**src/rtl/ctrl_pkg.sv**
```systemverilog
// ---------------------------------------------------------------------------
// ctrl_pkg
// Shared types and constants for the multi-cycle control sequencer.
//   state_e      : sequencer states
//   instr_type_e : instruction type field encoding
//   HALT_FUNC_BIT: the halt function code is this bit replicated over the
//                  whole function field (all-ones)
//   LS_BIT_FROM_MSB: position of the load/store select bit, counted down
//                  from the function-field MSB (0 = the MSB itself)
// ---------------------------------------------------------------------------
package ctrl_pkg;

  typedef enum logic [2:0] {
    FETCH  = 3'd0,
    DECODE = 3'd1,
    EXEC   = 3'd2,
    MEM    = 3'd3,
    WB     = 3'd4,
    HALT   = 3'd5
  } state_e;

  typedef enum logic [1:0] {
    R = 2'd0,
    M = 2'd1,
    B = 2'd2,
    S = 2'd3
  } instr_type_e;

  localparam logic HALT_FUNC_BIT   = 1'b1;
  localparam int   LS_BIT_FROM_MSB = 0;

endpackage

```
**src/rtl/mem_timeout_cnt.sv**
```systemverilog
// ---------------------------------------------------------------------------
// mem_timeout_cnt
// Counts cycles spent in the MEM state and flags the cycle on which the
// data-memory wait has lasted TIMEOUT cycles.
// Ports:
//   clk     : clock
//   rst_n   : asynchronous active-low reset
//   clr     : restart the count (asserted the cycle before MEM is entered)
//   en      : sequencer is in MEM this cycle
//   expired : this is MEM cycle number TIMEOUT (combinational)
// ---------------------------------------------------------------------------
module mem_timeout_cnt #(
  parameter int TIMEOUT = 15
) (
  input  logic clk,
  input  logic rst_n,
  input  logic clr,
  input  logic en,
  output logic expired
);

  localparam int           W    = $clog2(TIMEOUT + 1);
  localparam logic [W-1:0] LAST = W'(TIMEOUT - 1);

  // cnt_q holds (MEM cycle number - 1) while en is high.
  logic [W-1:0] cnt_q;

  always_ff @(posedge clk or negedge rst_n) begin
    if (!rst_n) begin
      cnt_q <= '0;
    end else if (clr) begin
      cnt_q <= '0;
    end else if (en && !expired) begin
      cnt_q <= cnt_q + W'(1);
    end
  end

  assign expired = en && (cnt_q == LAST);

endmodule

```
**src/rtl/multicycle_ctrl.sv**
```systemverilog
// ---------------------------------------------------------------------------
// multicycle_ctrl
// Multi-cycle control sequencer: FETCH -> DECODE -> EXEC -> [MEM] -> [WB],
// with branch resolution, data-memory handshake with timeout, and halt/resume.
//
// Optional feature macro: CTRL_PERF_EN
//   defined   : cycle_cnt / retired_cnt are live performance counters
//   undefined : both counters are tied to zero and no counter flops exist
//
// Ports:
//   clk, rst_n    : clock, asynchronous active-low reset
//   instr         : instruction word (type field at the top, func below it)
//   instr_valid   : instr valid (only looked at in FETCH)
//   mem_ready     : data memory done (only looked at in MEM)
//   branch_taken  : ALU branch condition (drives jump in EXEC of a branch)
//   resume        : leave HALT (only looked at in HALT)
//   ir_load       : latch instr into IR
//   pc_en, jump   : PC update / take branch target
//   mem_read, mem_write, reg_write : datapath strobes
//   alu_op        : latched function field
//   halted        : in HALT
//   mem_err       : sticky data-memory timeout flag
//   cycle_cnt     : cycles since reset, frozen in HALT
//   retired_cnt   : retired instructions
// ---------------------------------------------------------------------------
module multicycle_ctrl
  import ctrl_pkg::*;
#(
  parameter int INSTR_W     = 9,
  parameter int TYPE_W      = 2,
  parameter int FUNC_W      = 3,
  parameter int MEM_TIMEOUT = 15,
  parameter int CNT_W       = 16
) (
  input  logic              clk,
  input  logic              rst_n,
  input  logic [INSTR_W-1:0] instr,
  input  logic              instr_valid,
  input  logic              mem_ready,
  input  logic              branch_taken,
  input  logic              resume,
  output logic              ir_load,
  output logic              pc_en,
  output logic              jump,
  output logic              mem_read,
  output logic              mem_write,
  output logic              reg_write,
  output logic [FUNC_W-1:0] alu_op,
  output logic              halted,
  output logic              mem_err,
  output logic [CNT_W-1:0]  cycle_cnt,
  output logic [CNT_W-1:0]  retired_cnt
);

  localparam logic [FUNC_W-1:0] FUNC_HALT = {FUNC_W{HALT_FUNC_BIT}};
  localparam int                LS_BIT    = FUNC_W - 1 - LS_BIT_FROM_MSB;
  localparam int                LOW_W     = INSTR_W - TYPE_W - FUNC_W;

  state_e              state;
  logic [TYPE_W-1:0]   type_q;
  logic [FUNC_W-1:0]   func_q;
  logic                mem_read_q;
  logic                mem_write_q;
  logic                reg_write_q;
  logic                halted_q;
  logic                pc_en_q;
  logic                mem_err_q;

  logic                is_m;
  logic                is_b;
  logic                is_s;
  logic                is_store;
  logic                is_halt;
  logic                in_mem;
  logic                tmo_clr;
  logic                mem_expired;
  logic                mem_pc_en;

  // Bits below the function field carry operands, not control.
  if (LOW_W > 0) begin : g_low
    logic unused_low;
    assign unused_low = ^instr[LOW_W-1:0];
  end

  assign is_m     = (type_q == TYPE_W'(M));
  assign is_b     = (type_q == TYPE_W'(B));
  assign is_s     = (type_q == TYPE_W'(S));
  assign is_store = func_q[LS_BIT];
  assign is_halt  = (func_q == FUNC_HALT);
  assign in_mem   = (state == MEM);
  assign tmo_clr  = (state == EXEC);

  mem_timeout_cnt #(
    .TIMEOUT (MEM_TIMEOUT)
  ) u_mem_timeout_cnt (
    .clk     (clk),
    .rst_n   (rst_n),
    .clr     (tmo_clr),
    .en      (in_mem),
    .expired (mem_expired)
  );

  // Sequencer. The registered strobes are loaded with the values that belong
  // to the state being entered, so they behave as Moore outputs of it.
  always_ff @(posedge clk or negedge rst_n) begin
    if (!rst_n) begin
      state       <= FETCH;
      type_q      <= '0;
      func_q      <= '0;
      mem_read_q  <= 1'b0;
      mem_write_q <= 1'b0;
      reg_write_q <= 1'b0;
      halted_q    <= 1'b0;
      pc_en_q     <= 1'b0;
      mem_err_q   <= 1'b0;
    end else begin
      mem_read_q  <= 1'b0;
      mem_write_q <= 1'b0;
      reg_write_q <= 1'b0;
      halted_q    <= 1'b0;
      pc_en_q     <= 1'b0;
      case (state)
        FETCH: begin
          if (instr_valid) begin
            type_q <= instr[INSTR_W-1 -: TYPE_W];
            func_q <= instr[INSTR_W-TYPE_W-1 -: FUNC_W];
            state  <= DECODE;
          end
        end
        DECODE: begin
          state   <= EXEC;
          pc_en_q <= is_b;
        end
        EXEC: begin
          if (is_m) begin
            state       <= MEM;
            mem_read_q  <= !is_store;
            mem_write_q <= is_store;
          end else if (is_b) begin
            state <= FETCH;
          end else if (is_s && is_halt) begin
            state    <= HALT;
            halted_q <= 1'b1;
          end else begin
            state       <= WB;
            reg_write_q <= 1'b1;
            pc_en_q     <= 1'b1;
          end
        end
        MEM: begin
          // mem_ready takes priority over a simultaneous timeout.
          if (mem_ready) begin
            if (is_store) begin
              state <= FETCH;
            end else begin
              state       <= WB;
              reg_write_q <= 1'b1;
              pc_en_q     <= 1'b1;
            end
          end else if (mem_expired) begin
            state     <= FETCH;
            mem_err_q <= 1'b1;
          end else begin
            mem_read_q  <= !is_store;
            mem_write_q <= is_store;
          end
        end
        WB: begin
          state <= FETCH;
        end
        HALT: begin
          if (resume) begin
            state <= FETCH;
          end else begin
            halted_q <= 1'b1;
          end
        end
        default: begin
          state <= FETCH;
        end
      endcase
    end
  end

  // MEM exits depend on mem_ready / expiry in the same cycle, so their PC
  // update is combinational; likewise the resume-driven one.
  assign mem_pc_en = in_mem && ((is_store && mem_ready) || (mem_expired && !mem_ready));

  assign ir_load   = rst_n && (state == FETCH) && instr_valid;
  assign jump      = (state == EXEC) && is_b && branch_taken;
  assign pc_en     = pc_en_q || mem_pc_en || ((state == HALT) && resume);
  assign mem_read  = mem_read_q;
  assign mem_write = mem_write_q;
  assign reg_write = reg_write_q;
  assign halted    = halted_q;
  assign alu_op    = func_q;
  assign mem_err   = mem_err_q;

`ifdef CTRL_PERF_EN
  logic             retire;
  logic [CNT_W-1:0] cycle_q;
  logic [CNT_W-1:0] retired_q;

  assign retire = ((state == EXEC) && is_b)
               || ((state == EXEC) && is_s && is_halt)
               || (in_mem && is_store && mem_ready)
               || (state == WB);

  always_ff @(posedge clk or negedge rst_n) begin
    if (!rst_n) begin
      cycle_q   <= '0;
      retired_q <= '0;
    end else begin
      if (state != HALT) begin
        cycle_q <= cycle_q + CNT_W'(1);
      end
      if (retire) begin
        retired_q <= retired_q + CNT_W'(1);
      end
    end
  end

  assign cycle_cnt   = cycle_q;
  assign retired_cnt = retired_q;
`else
  assign cycle_cnt   = '0;
  assign retired_cnt = '0;
`endif

endmodule

```
**config.mk**
```make
export PLATFORM = sky130hd
export DESIGN_NAME = multicycle_ctrl
export DESIGN_NICKNAME = d
export VERILOG_FILES = /design/src/rtl/ctrl_pkg.sv /design/src/rtl/mem_timeout_cnt.sv /design/src/rtl/multicycle_ctrl.sv
export SDC_FILE = /design/constraint.sdc
export NUM_CORES = 1
export LEC_CHECK = 0
export CORE_UTILIZATION = 40
export DETAILED_ROUTE_END_ITERATION = 6
export GPL_TIMING_DRIVEN = 1
export PLACE_DENSITY_LB_ADDON = 0.25
export SLEW_MARGIN = 25
export SYNTH_ARGS = -nofsm -noshare
export SYNTH_HDL_FRONTEND = slang
export SYNTH_SLANG_ARGS = --single-unit
```
**constraint.sdc**
```tcl
create_clock -name clk -period 2 [get_ports clk]
set_input_delay 0.3 -clock clk [delete_from_list [all_inputs] [get_ports clk]]
set_output_delay 0.3 -clock clk [all_outputs]
set_load 0.005 [all_outputs]
```
# After elaboration in Yosys (flattened, before gate mapping)
# Index checks and enable logic that the tools add are counted.
word_totals:
  rom_bits: 0
  input_bits: 15
  memories: 0
  latchBits: 0
  ram_bits: 0
  register_bits: 18
op_classes:
  n_reduce_logical: 22
  n_mux: 31
  n_div: 0
  n_bitwise: 1
  mul: 0
  magnitude_cmp: 0
  n_eq_ne: 12
  add_sub_neg: 1
  shift: 0
ops:
  columns: ["op", "n"]
  rows:
  - ["$mux W3", 7]
  - ["$mux W1", 16]
  - ["$pmux W3 S5", 1]
  - ["$logic_and A1 B1 Y1", 11]
  - ["$mux W4", 2]
  - ["$pmux W1 S2", 4]
  - ["$eq A3 B2 Y1 const B", 2]
  - ["$eq A3 B3 Y1 const B", 2]
  - ["$reduce_and A3 Y1", 2]
  - ["$add A4 B1 Y4 const B", 1]
  - ["$eq A2 B2 Y1 const B", 2]
  - ["$eq A4 B4 Y1 const B", 1]
  - ["$ne A2 B2 Y1 const B", 2]
  - ["$eq A3 B1 Y1 const B", 1]
  - ["$logic_not A1 Y1", 3]
  - ["$logic_not A3 Y1", 1]
  - ["$logic_or A1 B1 Y1", 3]
  - ["$ne A3 B2 Y1 const B", 1]
  - ["$pmux W1 S3", 1]
  - ["$eq A2 B1 Y1 const B", 1]
  - ["$reduce_and A2 Y1", 1]
  - ["$reduce_bool A2 Y1", 1]
  - ["$not A1 Y1", 1]

# Longest topological paths before layout
depth:
  ltp_word: 7
  mapped_depth: 5
  depth_no_buf: 5

# By module
# From an unflattened synthesis, not the netlist that was laid out.
unflattened:
  hier_cells: 124
  area_unflattened_um2: 1228.7
modules_own_cells:
  columns: ["mod", "n_inst", "cells_each", "seq_area_each_um2", "area_each_um2"]
  rows:
  - ["multicycle_ctrl", 1, 100, 350.3, 974.7]
  - ["mem_timeout_cnt", 1, 24, 100.1, 254.0]

# Worst setup path before layout
# No wires, ideal clock.
synth_timing:
  path_kind: "reg2out"
  start: "register state[1]"
  end: "output port pc_en"
  path_buffers: 2
  t_arrival_ns: 1.125
  stages_incl_launch_ff: 6
  path_slack_ns: 0.575
  cell_sequence: "dfrtp_1 > buf_4 > nand2b_1 > buf_2 > o21ai_0 > a211o_1"
synth_between:
  elab_chain_len: 7
  elab_cells_between_ends: 9
synth_rtl:
  columns: ["item", "line", "source"]
  rows:
  - ["start, declared", "multicycle_ctrl.sv:59", "state_e state;"]
  - ["start signal, assigned", "multicycle_ctrl.sv:107", "state <= FETCH;"]
  - ["start signal, assigned", "multicycle_ctrl.sv:127", "state <= DECODE;"]
  - ["start signal, assigned", "multicycle_ctrl.sv:131", "state <= EXEC;"]
  - ["$eq A3 B2 Y1", "multicycle_ctrl.sv:90", "assign in_mem = (state == MEM);"]
  - ["$logic_and A1 B1 Y1", "mem_timeout_cnt.sv:38", "assign expired = en && (cnt_q == LAST);"]
  - ["$logic_and A1 B1 Y1", "multicycle_ctrl.sv:187", "assign mem_pc_en = in_mem && ((is_store && mem_ready) || (mem_expired && !mem_ready));"]
  - ["$logic_or A1 B1 Y1", "multicycle_ctrl.sv:187", null]
  - ["$logic_and A1 B1 Y1", "multicycle_ctrl.sv:187", null]
  - ["$logic_or A1 B1 Y1", "multicycle_ctrl.sv:191", "assign pc_en = pc_en_q || mem_pc_en || ((state == HALT) && resume);"]
  - ["$logic_or A1 B1 Y1 (*)", "multicycle_ctrl.sv:191", null]
  - ["end, declared", "multicycle_ctrl.sv:43", "output logic pc_en,"]
# Mark *: on every way between the ends. The rest lies on a longest branch, timed or not.

# Final worst setup path
layout_timing:
  start: "register state[2]"
  end: "output port jump"
layout_between:
  elab_chain_len: 3
layout_rtl:
  columns: ["item", "line", "source"]
  rows:
  - ["$eq A3 B2 Y1", "multicycle_ctrl.sv:190", "assign jump = (state == EXEC) && is_b && branch_taken;"]
  - ["$logic_and A1 B1 Y1 (2 in a row)", "multicycle_ctrl.sv:190", null]
  - ["end, declared", "multicycle_ctrl.sv:44", "output logic jump,"]
# No other way between the ends.

==> impl_metrics.yaml <==
timing:
  min_period_ns: 1.90
  slew_violations: 0
  max_freq_mhz: 527
  grt_setup_unrepaired: "false"
  setup_ws_ns: 0.103
  hold_viol: 0
  clock_skew_ns: 0.00179
  fin_crit_sh_pct: 94.9
  report.final.setup_viol: 0
setup_path:
  regToRegEndpoint: "pc_en_q"
  required_ns: 1.70
  r2r_slack_ns: 0.34
  critPathLaunch: "state[2]"
  path_class: "reg -> out"
  worstReg2RegStart: "state[2]"
  crit_end: "jump"
  critPathLaunchType: "flip-flop"
  rr_worst_depth: 5
  crit_arrival_ns: 1.60
  crit_path_max_fanout: 7
  worstSetupEndpointType: "primary output"
clock_network:
  cts.path.max_buffers: 2
  cts_buffers: 3
  path_clk_slew_ns: 0.09
  cts_tree: "yes"
  clkLatencyLatePin_ns: 0.29
  clkSinkCount: 18
  cts_hold_buf: 0
  cts_root_buf: "clkbuf_4"
  htreeDepth: 1
die:
  start_util_pct: 43.6
  coreArea_um2: 2830
  die_w_um: 57.5
  die_h_um: 57.5
  io_pins: 58
  rows: 19
  die-area_um2: 3310
outcome:
  outcome: "finished with violations"
  violations: "DRC"
route:
  final_antenna_net_count: 0
  firstDrtPassIters: 6
  routed_wl_mm: 2.64
  top_layer_used: "met4"
  met1_length_mm: 1.15
  drt-initial-drc-count: 16
  vias: 968
  drc: 2
  wl_met2_mm: 1.29
  routed-wl-met3_um: 139
  routedWlPerCell_um: 13.3
  viasPerCell: 4.86
global_route:
  grt_usage_pct: 16.6
  grt_pass1_wl_mm: 4.09
  overflow: 0
  grt_max_degree: 19
  grt_pass1_vias: 923
  antenna_found_initial: 0
synthesis:
  yosysWarnings: 0
  yosys.area.top_type_share_pct: 36.5
  async_reset_ff_share_pct: 100
  synth_ff_type: "dfrtp_1"
  avgSynthCellArea_um2: 9.35
  synth_cells: 132
  netlist-cell-type-count: 34
  seq_area_frac_synth_pct: 36.5
  syn_area_um2: 1230
  synth_edf_count: 0
  synth_common_cells: "33 x buf_4, 18 x dfrtp_1, 10 x nand2_1"
  yosysMostFrequentCell: "buf_4"
  synth_area_leaders: "dfrtp_1 37%, buf_4 20%, ha_1 5.1%"
  synth_top_area_cell: "dfrtp_1"
  synth-seq-cells: 18
placement:
  place_worst_setup_slack_ns: -0.0557
  io_buffers: 21
  gp_congestion: 0.841
  dpl.hpwl_mm: 1.99
pwr:
  totalPowerFinal_mw: 1.76
  power.density_nw_per_um2: 1170
  ir_drop_mv: 0.556
  p_leak_nw: 0.744
layout:
  antenna_cells: 0
  layout-drive-gt1-share_pct: 19.6
  ff_latch_area_um2: 452
  multiInputGateArea_um2: 622
  syn_to_final_growth_pct: 21.6
  layout.nets: 190
  fillers: 268
min_path:
  hp-class: "in -> async"
run:
  drv_cap: 0
## what timing repair did
action                                  CTS  global route
pin swaps                                 3             1
gates cloned                              0             0
buffers inserted                          5             1
resized for setup                        12             3
endpoints found under the setup margin    3             3
## worst max-delay path: stages, from the launching register on
cell and delay [ns]:
dfrtp_1 0.44, buf_4 0.16, nand2b_4 0.16, buf_4 0.16, nor3_1 0.16, clkdlybuf4s15_1 0.23
## layout make-up
class | instances | area share [%]
flip-flops and latches | 18 | 30.1
well taps | 31 | 2.59
multi-input cells | 103 | 41.5
inverters | 5 | 1.25
clock buffers | 3 | 1.50
repair buffers | 39 | 23.1
## cells by family (layout without fill, tap and decap cells)
group | after synthesis | in the layout | synth area share, %
AOI/OAI and AO/OA | 22 | 22 | 10.7
adders and majority gates | 5 | 5 | 5.07
buffers and inverters | 42 | 47 | 24.1
DFF | 18 | 18 | 36.5
muxes | 6 | 6 | 5.17
other | 1 | 32 | 0.304
and+or+nand+nor | 38 | 38 | 18.2
## metal layers
layer  GRT usage, %  vias up
li1               -      454
met1           20.1      461
met2           28.1       47
met3           1.36        6
met4           11.1        0
met5              0        -
## worst min-delay path by stage
stage / start / end / slack, ns / cells past startpoint
final: rst_n / state[2] / 0.36 / 2
after global routing: rst_n / reg_write / 0.36 / 2
after CTS: rst_n / reg_write / 0.36 / 2
after detailed placement: mem_err / mem_err / 0.47 / 1
after global placement: mem_err / mem_err / 0.46 / 1
after floorplan: rst_n / alu_op[0] / 0.004 / 0
## stage by stage
| step | hold WS (ns) | instances | util, % | area (µm²) | setup TNS [ns] |
|---|---|---|---|---|---|
| 4_1_cts | 0.362 | 198 | 52.8 | 1490 | 0 |
| 6_report | 0.363 | 199 | 53.0 | 1500 | 0 |
| 3_3_place_gp | 0.455 | 190 | 49.8 | 1410 | -0.0249 |
| 2_1_floorplan | 0.00441 | 163 | - | 1350 | 0 |
| 5_1_grt | 0.357 | 199 | 53.0 | 1500 | 0 |
| 3_5_place_dp | 0.471 | 190 | 49.8 | 1410 | -0.0850 |
## power breakdown
group	switching, mW	leakage [nW]	internal (mW)
sequential	0.126	0.234	0.488
combinational	0.453	0.497	0.512
clock	0.107	0.0138	0.0701
## flip-flops by register name, indices dropped and copies added (netlist names)
register	count
halted	1
pc_en_q	1
state	3
type_q	2
mem_read	1
reg_write	1
mem_err	1
alu_op	3
u_mem_timeout_cnt.cnt_q	4
mem_write	1
## cell usage in the layout (no fill, tap or decap), types with 2 or more instances in the layout
cell type        instances
conb_1                  32
clkdlybuf4s50_1         18
dfrtp_1                 17
buf_4                   17
nand2_1                 10
o21ai_0                  8
a21oi_1                  6
inv_1                    4
nor2b_1                  4
ha_1                     4
nor2_1                   3
mux2i_1                  3
nor3_1                   3
nand3_1                  3
mux2_2                   3
clkbuf_4                 3
or4_1                    2
nand2b_1                 2
(Power assumes the default switching activity.)
